File: src/rtl/uart_pkg.sv
// uart_pkg: shared sequencer state, bit-period width and default bit-period helper
package uart_pkg;
  localparam int BIT_PERIOD_W = 16;
  typedef enum logic [2:0] {S_IDLE, S_CFG, S_ISSUE, S_WAIT_ACK, S_WAIT_DONE} uart_sched_state_t;
  function automatic logic [BIT_PERIOD_W-1:0] default_bit_period(input int unsigned clk_freq, input int unsigned baud_rate);
    int unsigned p;
    p = clk_freq / baud_rate - 1;
    return p[BIT_PERIOD_W-1:0];
  endfunction
endpackage

File: src/rtl/uart_tx_scheduler_fifo.sv
// uart_byte_fifo: power-of-two byte FIFO with occupancy level and combinational head
module uart_byte_fifo #(
  parameter int DEPTH = 8,
  localparam int AW = $clog2(DEPTH)
) (
  input  logic          clk,
  input  logic          rst_n,
  input  logic          push_i,
  input  logic [7:0]    data_i,
  input  logic          pop_i,
  output logic [7:0]    data_o,
  output logic [AW:0]   level_o,
  output logic          full_o,
  output logic          empty_o
);
  logic [7:0] mem_q [DEPTH];
  logic [AW-1:0] wr_q, wr_d, rd_q, rd_d;
  logic [AW:0] level_q, level_d;
  logic push_ok, pop_ok;
  assign full_o  = level_q == (AW+1)'(DEPTH);
  assign empty_o = level_q == '0;
  assign level_o = level_q;
  assign data_o  = mem_q[rd_q];
  assign push_ok = push_i && !full_o;
  assign pop_ok  = pop_i && !empty_o;
  always_comb begin
    wr_d    = push_ok ? wr_q + AW'(1) : wr_q;
    rd_d    = pop_ok ? rd_q + AW'(1) : rd_q;
    level_d = level_q + (AW+1)'(push_ok) - (AW+1)'(pop_ok);
  end
  always_ff @(posedge clk or negedge rst_n) begin
    if (!rst_n) begin
      wr_q    <= '0;
      rd_q    <= '0;
      level_q <= '0;
    end else begin
      wr_q    <= wr_d;
      rd_q    <= rd_d;
      level_q <= level_d;
    end
  end
  always_ff @(posedge clk) begin
    if (push_ok) mem_q[wr_q] <= data_i;
  end
endmodule

File: src/rtl/uart_tx_scheduler.sv
// uart_tx_scheduler: round-robin byte arbiter, TX FIFO and frame sequencer for the UART core
module uart_tx_scheduler
  import uart_pkg::*;
#(
  parameter int NUM_REQ     = 2,
  parameter int FIFO_DEPTH  = 8,
  parameter int CLK_FREQ    = 50000000,
  parameter int BAUD_RATE   = 115200,
  parameter int ACK_TIMEOUT = 4
) (
  input  logic                          clk,
  input  logic                          rst_n,
  input  logic [NUM_REQ-1:0]            req_valid_i,
  input  logic [8*NUM_REQ-1:0]          req_data_i,
  output logic [NUM_REQ-1:0]            req_ready_o,
  input  logic                          cfg_wr_i,
  input  logic [BIT_PERIOD_W-1:0]       cfg_bit_period_i,
  output logic                          cfg_pending_o,
  output logic [$clog2(FIFO_DEPTH):0]   fifo_level_o,
  output logic                          fifo_full_o,
  output logic                          fifo_empty_o,
  output logic                          idle_o,
  output logic                          ack_err_o,
  output logic                          tx_en_o,
  output logic [7:0]                    tx_data_o,
  input  logic                          tx_busy_i,
  output logic                          wr_bit_period_o,
  output logic [BIT_PERIOD_W-1:0]       bit_period_o
);
  localparam int PW = NUM_REQ > 1 ? $clog2(NUM_REQ) : 1;
  localparam int CW = $clog2(ACK_TIMEOUT + 1);
  localparam logic [BIT_PERIOD_W-1:0] DEFAULT_BP = default_bit_period(CLK_FREQ, BAUD_RATE);
  uart_sched_state_t state_q, state_d;
  logic [PW-1:0] ptr_q, ptr_d, gnt_idx, idx;
  logic [NUM_REQ-1:0] gnt;
  logic found, push, pop, cfg_apply;
  logic [7:0] push_data, head;
  logic [CW-1:0] cnt_q, cnt_d;
  logic pend_q, pend_d, err_q, err_d, tx_en_q, tx_en_d, wr_bp_q, wr_bp_d;
  logic [7:0] tx_data_q, tx_data_d;
  logic [BIT_PERIOD_W-1:0] shadow_q, shadow_d, bp_q, bp_d;
  // First valid requester at or after the pointer; nothing is granted while full
  always_comb begin
    gnt       = '0;
    gnt_idx   = ptr_q;
    found     = 1'b0;
    idx       = '0;
    push_data = '0;
    for (int i = 0; i < NUM_REQ; i++) begin
      idx = PW'((int'(ptr_q) + i) % NUM_REQ);
      if (!found && !fifo_full_o && req_valid_i[idx]) begin
        found     = 1'b1;
        gnt[idx]  = 1'b1;
        gnt_idx   = idx;
        push_data = req_data_i[{idx, 3'b000} +: 8];
      end
    end
    push  = found;
    ptr_d = push ? PW'((int'(gnt_idx) + 1) % NUM_REQ) : ptr_q;
  end
  assign req_ready_o = gnt;
  uart_byte_fifo #(.DEPTH(FIFO_DEPTH)) u_fifo (
    .clk     (clk),
    .rst_n   (rst_n),
    .push_i  (push),
    .data_i  (push_data),
    .pop_i   (pop),
    .data_o  (head),
    .level_o (fifo_level_o),
    .full_o  (fifo_full_o),
    .empty_o (fifo_empty_o)
  );
  always_comb begin
    state_d   = state_q;
    tx_en_d   = 1'b0;
    tx_data_d = tx_data_q;
    wr_bp_d   = 1'b0;
    bp_d      = bp_q;
    cnt_d     = cnt_q;
    err_d     = err_q;
    pop       = 1'b0;
    cfg_apply = 1'b0;
    case (state_q)
      S_IDLE: begin
        if (!tx_busy_i && pend_q) state_d = S_CFG;
        else if (!tx_busy_i && !fifo_empty_o) begin
          tx_data_d = head;
          tx_en_d   = 1'b1;
          pop       = 1'b1;
          state_d   = S_ISSUE;
        end
      end
      S_CFG: begin
        bp_d      = shadow_q;
        wr_bp_d   = 1'b1;
        cfg_apply = 1'b1;
        state_d   = S_IDLE;
      end
      S_ISSUE: begin
        cnt_d   = '0;
        state_d = S_WAIT_ACK;
      end
      S_WAIT_ACK: begin
        if (tx_busy_i) state_d = S_WAIT_DONE;
        else begin
          cnt_d = cnt_q + CW'(1);
          if (cnt_q + CW'(1) == CW'(ACK_TIMEOUT)) begin
            err_d   = 1'b1;
            state_d = S_IDLE;
          end
        end
      end
      S_WAIT_DONE: state_d = tx_busy_i ? S_WAIT_DONE : S_IDLE;
      default: state_d = S_IDLE;
    endcase
    // A write landing on the apply cycle stays pending for another apply
    pend_d   = cfg_wr_i | (pend_q & ~cfg_apply);
    shadow_d = cfg_wr_i ? cfg_bit_period_i : shadow_q;
  end
  always_ff @(posedge clk or negedge rst_n) begin
    if (!rst_n) begin
      state_q   <= S_IDLE;
      ptr_q     <= '0;
      cnt_q     <= '0;
      pend_q    <= 1'b0;
      err_q     <= 1'b0;
      tx_en_q   <= 1'b0;
      tx_data_q <= '0;
      wr_bp_q   <= 1'b0;
      bp_q      <= DEFAULT_BP;
      shadow_q  <= '0;
    end else begin
      state_q   <= state_d;
      ptr_q     <= ptr_d;
      cnt_q     <= cnt_d;
      pend_q    <= pend_d;
      err_q     <= err_d;
      tx_en_q   <= tx_en_d;
      tx_data_q <= tx_data_d;
      wr_bp_q   <= wr_bp_d;
      bp_q      <= bp_d;
      shadow_q  <= shadow_d;
    end
  end
  assign cfg_pending_o   = pend_q;
  assign ack_err_o       = err_q;
  assign tx_en_o         = tx_en_q;
  assign tx_data_o       = tx_data_q;
  assign wr_bit_period_o = wr_bp_q;
  assign bit_period_o    = bp_q;
  assign idle_o          = fifo_empty_o && !pend_q && state_q == S_IDLE && !tx_busy_i;
endmodule
File: config.mk
export PLATFORM = sky130hd
export DESIGN_NAME = uart_tx_scheduler
export DESIGN_NICKNAME = d
export VERILOG_FILES = /design/src/rtl/uart_pkg.sv /design/src/rtl/uart_tx_scheduler_fifo.sv /design/src/rtl/uart_tx_scheduler.sv
export SDC_FILE = /design/constraint.sdc
export NUM_CORES = 1
export LEC_CHECK = 0
export ABC_CLOCK_PERIOD_IN_PS = 2970
export CORE_MARGIN = 2
export CORE_UTILIZATION = 30
export CTS_BUF_LIST = sky130_fd_sc_hd__clkbuf_8
export CTS_CLUSTER_DIAMETER = 100
export DETAILED_ROUTE_END_ITERATION = 6
export GPL_TIMING_DRIVEN = 0
export PLACE_DENSITY = 0.53
export SYNTH_ARGS = -nofsm -noshare
export SYNTH_HDL_FRONTEND = slang
export SYNTH_SLANG_ARGS = --single-unit
File: constraint.sdc
create_clock -name clk -period 2.97 [get_ports clk]
set_clock_uncertainty 0.05 [all_clocks]
set_input_delay 0.594 -clock clk [delete_from_list [all_inputs] [get_ports clk]]
set_output_delay 0.594 -clock clk [all_outputs]
set_load 0.01 [all_outputs]
==> reports/qor.yml <==
worst_setup_path:
  cp_num_buf_inv: 3
  crit_required_ps: 2330
  path_delay_family: "simple AND/OR/NAND/NOR gates"
  reg2reg_slack_ps: 380
  critPathMaxStageDelay_ps: 500
  arrival_ps: 2110
  crit_path_max_fanout: 5
  crit_type: "flip-flop to output pin"
  cp_slowest_cell: "or3b_2"
  crit_chain: "inv_1 > ha_1 > or3b_2 > inv_1 > and3_1 > dlygate4sd2_1"
  cpMostUsedCell: "inv_1"
  cp-start-kind: "flip-flop"
  critPathCaptureType: "output pin"
power:
  max-vdd-ir-drop_uv: 387
  leakage_uw: 0.00262
  power_frac_seq_pct: 42.9
  p_int_uw: 4360
  combPwrFrac_pct: 36.4
  finalPower_uw: 6250
  p_per_area_mw_per_mm2: 948
  swShare_pct: 30.3
  switching_power_uw: 1890
  p_clk_share_pct: 20.8
detailed_routing:
  via_count: 2802
  wl_microns: 10200
  antenna_left: 0
  drc: 0
  first_iter_violations: 81
  drtPass1Iterations: 4
  vias_per_cell: 4.49
  wire_per_inst_microns: 16.3
clock_tree:
  cts_made_buffers: 17
  clockBufferDepth: 2
  clk_pin_slew_ps: 70
  htree_levels: 4
  cts_tree: "yes"
  clock_latency_ps: 430
  cts.sinks: 125
  cts_root_buf: "clkbuf_8"
finish:
  drive_gt1_share_pct: 25.1
  area_growth_pct: 27.1
  fin_util_pct: 38.5
  fin_nets: 435
  antenna_cells: 0
die:
  io_pins: 75
  die_h_microns: 135
  row_count: 48
  die_x_microns: 135
  core_area_sq_mm: 0.0171
  die_area_sq_mm: 0.0184
  start_util_pct: 30.3
sta:
  relSlewSlack_pct: 32.4
  whs_ps: 195
  max_freq_ghz: 0.363
  fin_crit_sh_pct: 92.6
  rsz0062_at_grt: "no"
  final-setup-viol-count: 0
  setup_tns_ps: 0
  maxSlewViolCount: 0
  max_slew.worst_pin.slew_ps: 1010
  post-route-min-period_ps: 2750
  finalHoldViolCount: 0
  setup_slack_ps: 219
grt:
  grt_max_degree: 62
  grt_overflow_total: 0
  antenna_found_initial: 0
  grt.total_usage_pct: 11.8
  grt_first_pass_wirelength_microns: 15500
  first_global_vias: 2873
flow_run:
  maxCapViolCount: 0
yosys:
  syn_area_per_cell_sq_um: 17.6
  syn_nets: 344
  synthCells: 295
  yosysSeqAreaShare_pct: 66.6
  ys_types: 37
  synth_area_sq_mm: 0.00518
  ys_warn_count: 0
  synth.ff_latch_count: 125
placed_design:
  hpwl_microns: 6790
  io_buffers: 73
  pre_cts_slack_ps: -91.7
  gp_congestion: 0.738
run_status:
  status: "completed"
worst_hold_path:
  hold_class: "primary input to async pin"
-- final timing paths --
| kind | end | from | depth (start not counted) |
|---|---|---|---|
| worst min register to register | ack_err_o$_DFFE_PN0P_ | ack_err_o$_DFFE_PN0P_ | 1 |
| worst max register to register | u_fifo.level_o[2]$_DFF_PN0_ | u_fifo.level_o[2]$_DFF_PN0_ | 10 |
| worst min-delay path | shadow_q[11]$_DFFE_PN0P_ | rst_n | 1 |
| min in group clk | ack_err_o$_DFFE_PN0P_ | ack_err_o$_DFFE_PN0P_ | 1 |
| max in group asynchronous | shadow_q[4]$_DFFE_PN0P_ | rst_n | 1 |
| worst max-delay path | idle_o | u_fifo.level_o[2]$_DFF_PN0_ | 6 |
-- cell type report --
cell class | instances | area (sq um)
repair buffers | 75 | 753
flip-flops and latches | 125 | 3450
fillers | 1569 | 10500
multi-input cells | 144 | 1640
clock inverters | 13 | 83.8
well taps | 225 | 282
inverters | 13 | 48.8
plain buffers | 10 | 71.3
clock buffers | 19 | 262
-- sequential cells by signal, indices dropped and copies added, names as in the netlist --
name / count
ack_err_o: 1
bit_period_o: 16
cfg_pending_o: 1
cnt_q: 3
ptr_q: 1
shadow_q: 16
state_q: 3
tx_data_o: 8
tx_en_o: 1
u_fifo.level_o: 4
u_fifo.mem_q: 64
u_fifo.rd_q: 3
u_fifo.wr_q: 3
wr_bit_period_o: 1
-- synthesized netlist by cell type, drive strengths merged --
| cell | number | area (sq um) |
|---|---|---|
| nor4 | 1 | 6.26 |
| and2 | 1 | 6.26 |
| a31oi | 2 | 12.5 |
| dfrtp | 56 | 1400 |
| a21oi | 2 | 10.0 |
| nand2 | 5 | 18.8 |
| clkbuf | 7 | 26.3 |
| nand3 | 1 | 5.00 |
| or3b | 2 | 17.5 |
| mux4 | 16 | 420 |
| a41o | 1 | 10.0 |
| xnor2 | 4 | 35.0 |
| dfstp | 5 | 131 |
| mux2i | 2 | 20.0 |
| ha | 10 | 125 |
| a22o | 11 | 96.3 |
| nor3 | 5 | 25.0 |
| buf | 6 | 56.3 |
| a21o | 3 | 22.5 |
| mux2 | 51 | 582 |
| nand4 | 1 | 6.26 |
| o21ai | 1 | 8.76 |
| nand2b | 7 | 43.8 |
| nor3b | 1 | 7.51 |
| and3 | 5 | 31.3 |
| fa | 1 | 20.0 |
| edfxtp | 64 | 1920 |
| inv | 13 | 48.8 |
| a211o | 1 | 8.76 |
| nor2 | 5 | 18.8 |
| o211ai | 2 | 15.0 |
| xor2 | 3 | 26.3 |
-- metal layers --
| metal | GRT usage (%) | share of wire, % | routed length, microns | vias to the layer above |
|---|---|---|---|---|
| met5 | 0 | 0 | 0 | - |
| met4 | 6.37 | 2.6 | 267 | 0 |
| met3 | 3.40 | 2.5 | 254 | 20 |
| met2 | 18.8 | 51 | 5160 | 43 |
| met1 | 14.6 | 44 | 4510 | 1426 |
| li1 | - | - | - | 1313 |
-- cell families (layout without fill, tap and decap cells) --
group	after synthesis	count (layout)	synth area share (%)
compound gates	23	23	3.55
xor+xnor	7	7	1.18
fa+ha+maj	11	11	2.80
buf+inv	26	130	2.53
flops	125	125	66.6
mux	69	69	19.7
simple gates	34	34	3.60
-- worst reg2reg max path: stages (launching register included) --
cell     delay (ps)
dfrtp_1         390
inv_1           110
ha_1            150
or3b_2          500
and3_1          210
ha_1            270
inv_1            60
ha_1            160
inv_1            60
fa_1            380
xnor2_1         130
-- through the flow --
stage,std cells,instance area [sq um]
final,624,6590
after global routing,624,6590
after global placement,593,6200
after floorplan,295,5180
after detailed placement,595,6230
after CTS,624,6580
-- cell usage in the layout (no fill, tap or decap), types with 2 or more instances in the layout --
cell              n
a21o_1            3
a21oi_1           2
a22o_1           11
a31oi_1           2
and3_1            3
and3_4            2
buf_2             2
buf_4             2
buf_6             3
clkbuf_1          4
clkbuf_8         19
clkdlybuf4s50_1  68
clkinv_1          3
clkinv_2          4
dfrtp_1          56
dfstp_2           5
dlymetal6s2s_1    3
edfxtp_1         64
ha_1             10
inv_1            16
mux2_2           49
mux2_4            2
mux2i_1           2
mux4_1           16
nand2_1           5
nand2b_1          7
nor2_1            5
nor3_2            4
o211ai_1          2
xnor2_1           4
xor2_1            3
-- timing repair --
action | in CTS | in global routing
resized for setup | 6 | 3
endpoints found under the setup margin | 4 | 3
setup buffers | 0 | 0
gates cloned | 0 | 0
hold buffers | 0 | 0
-- power by group through the flow --
stage,Clock (uW),Combinational [uW],Sequential [uW]
after detailed placement,0,2320,2710
after global routing,1410,2490,2750
final,1300,2270,2680
after global placement,0,2240,2690
after floorplan,0,1300,2760
after CTS,1350,2330,2680
(Power assumes the default switching activity.)
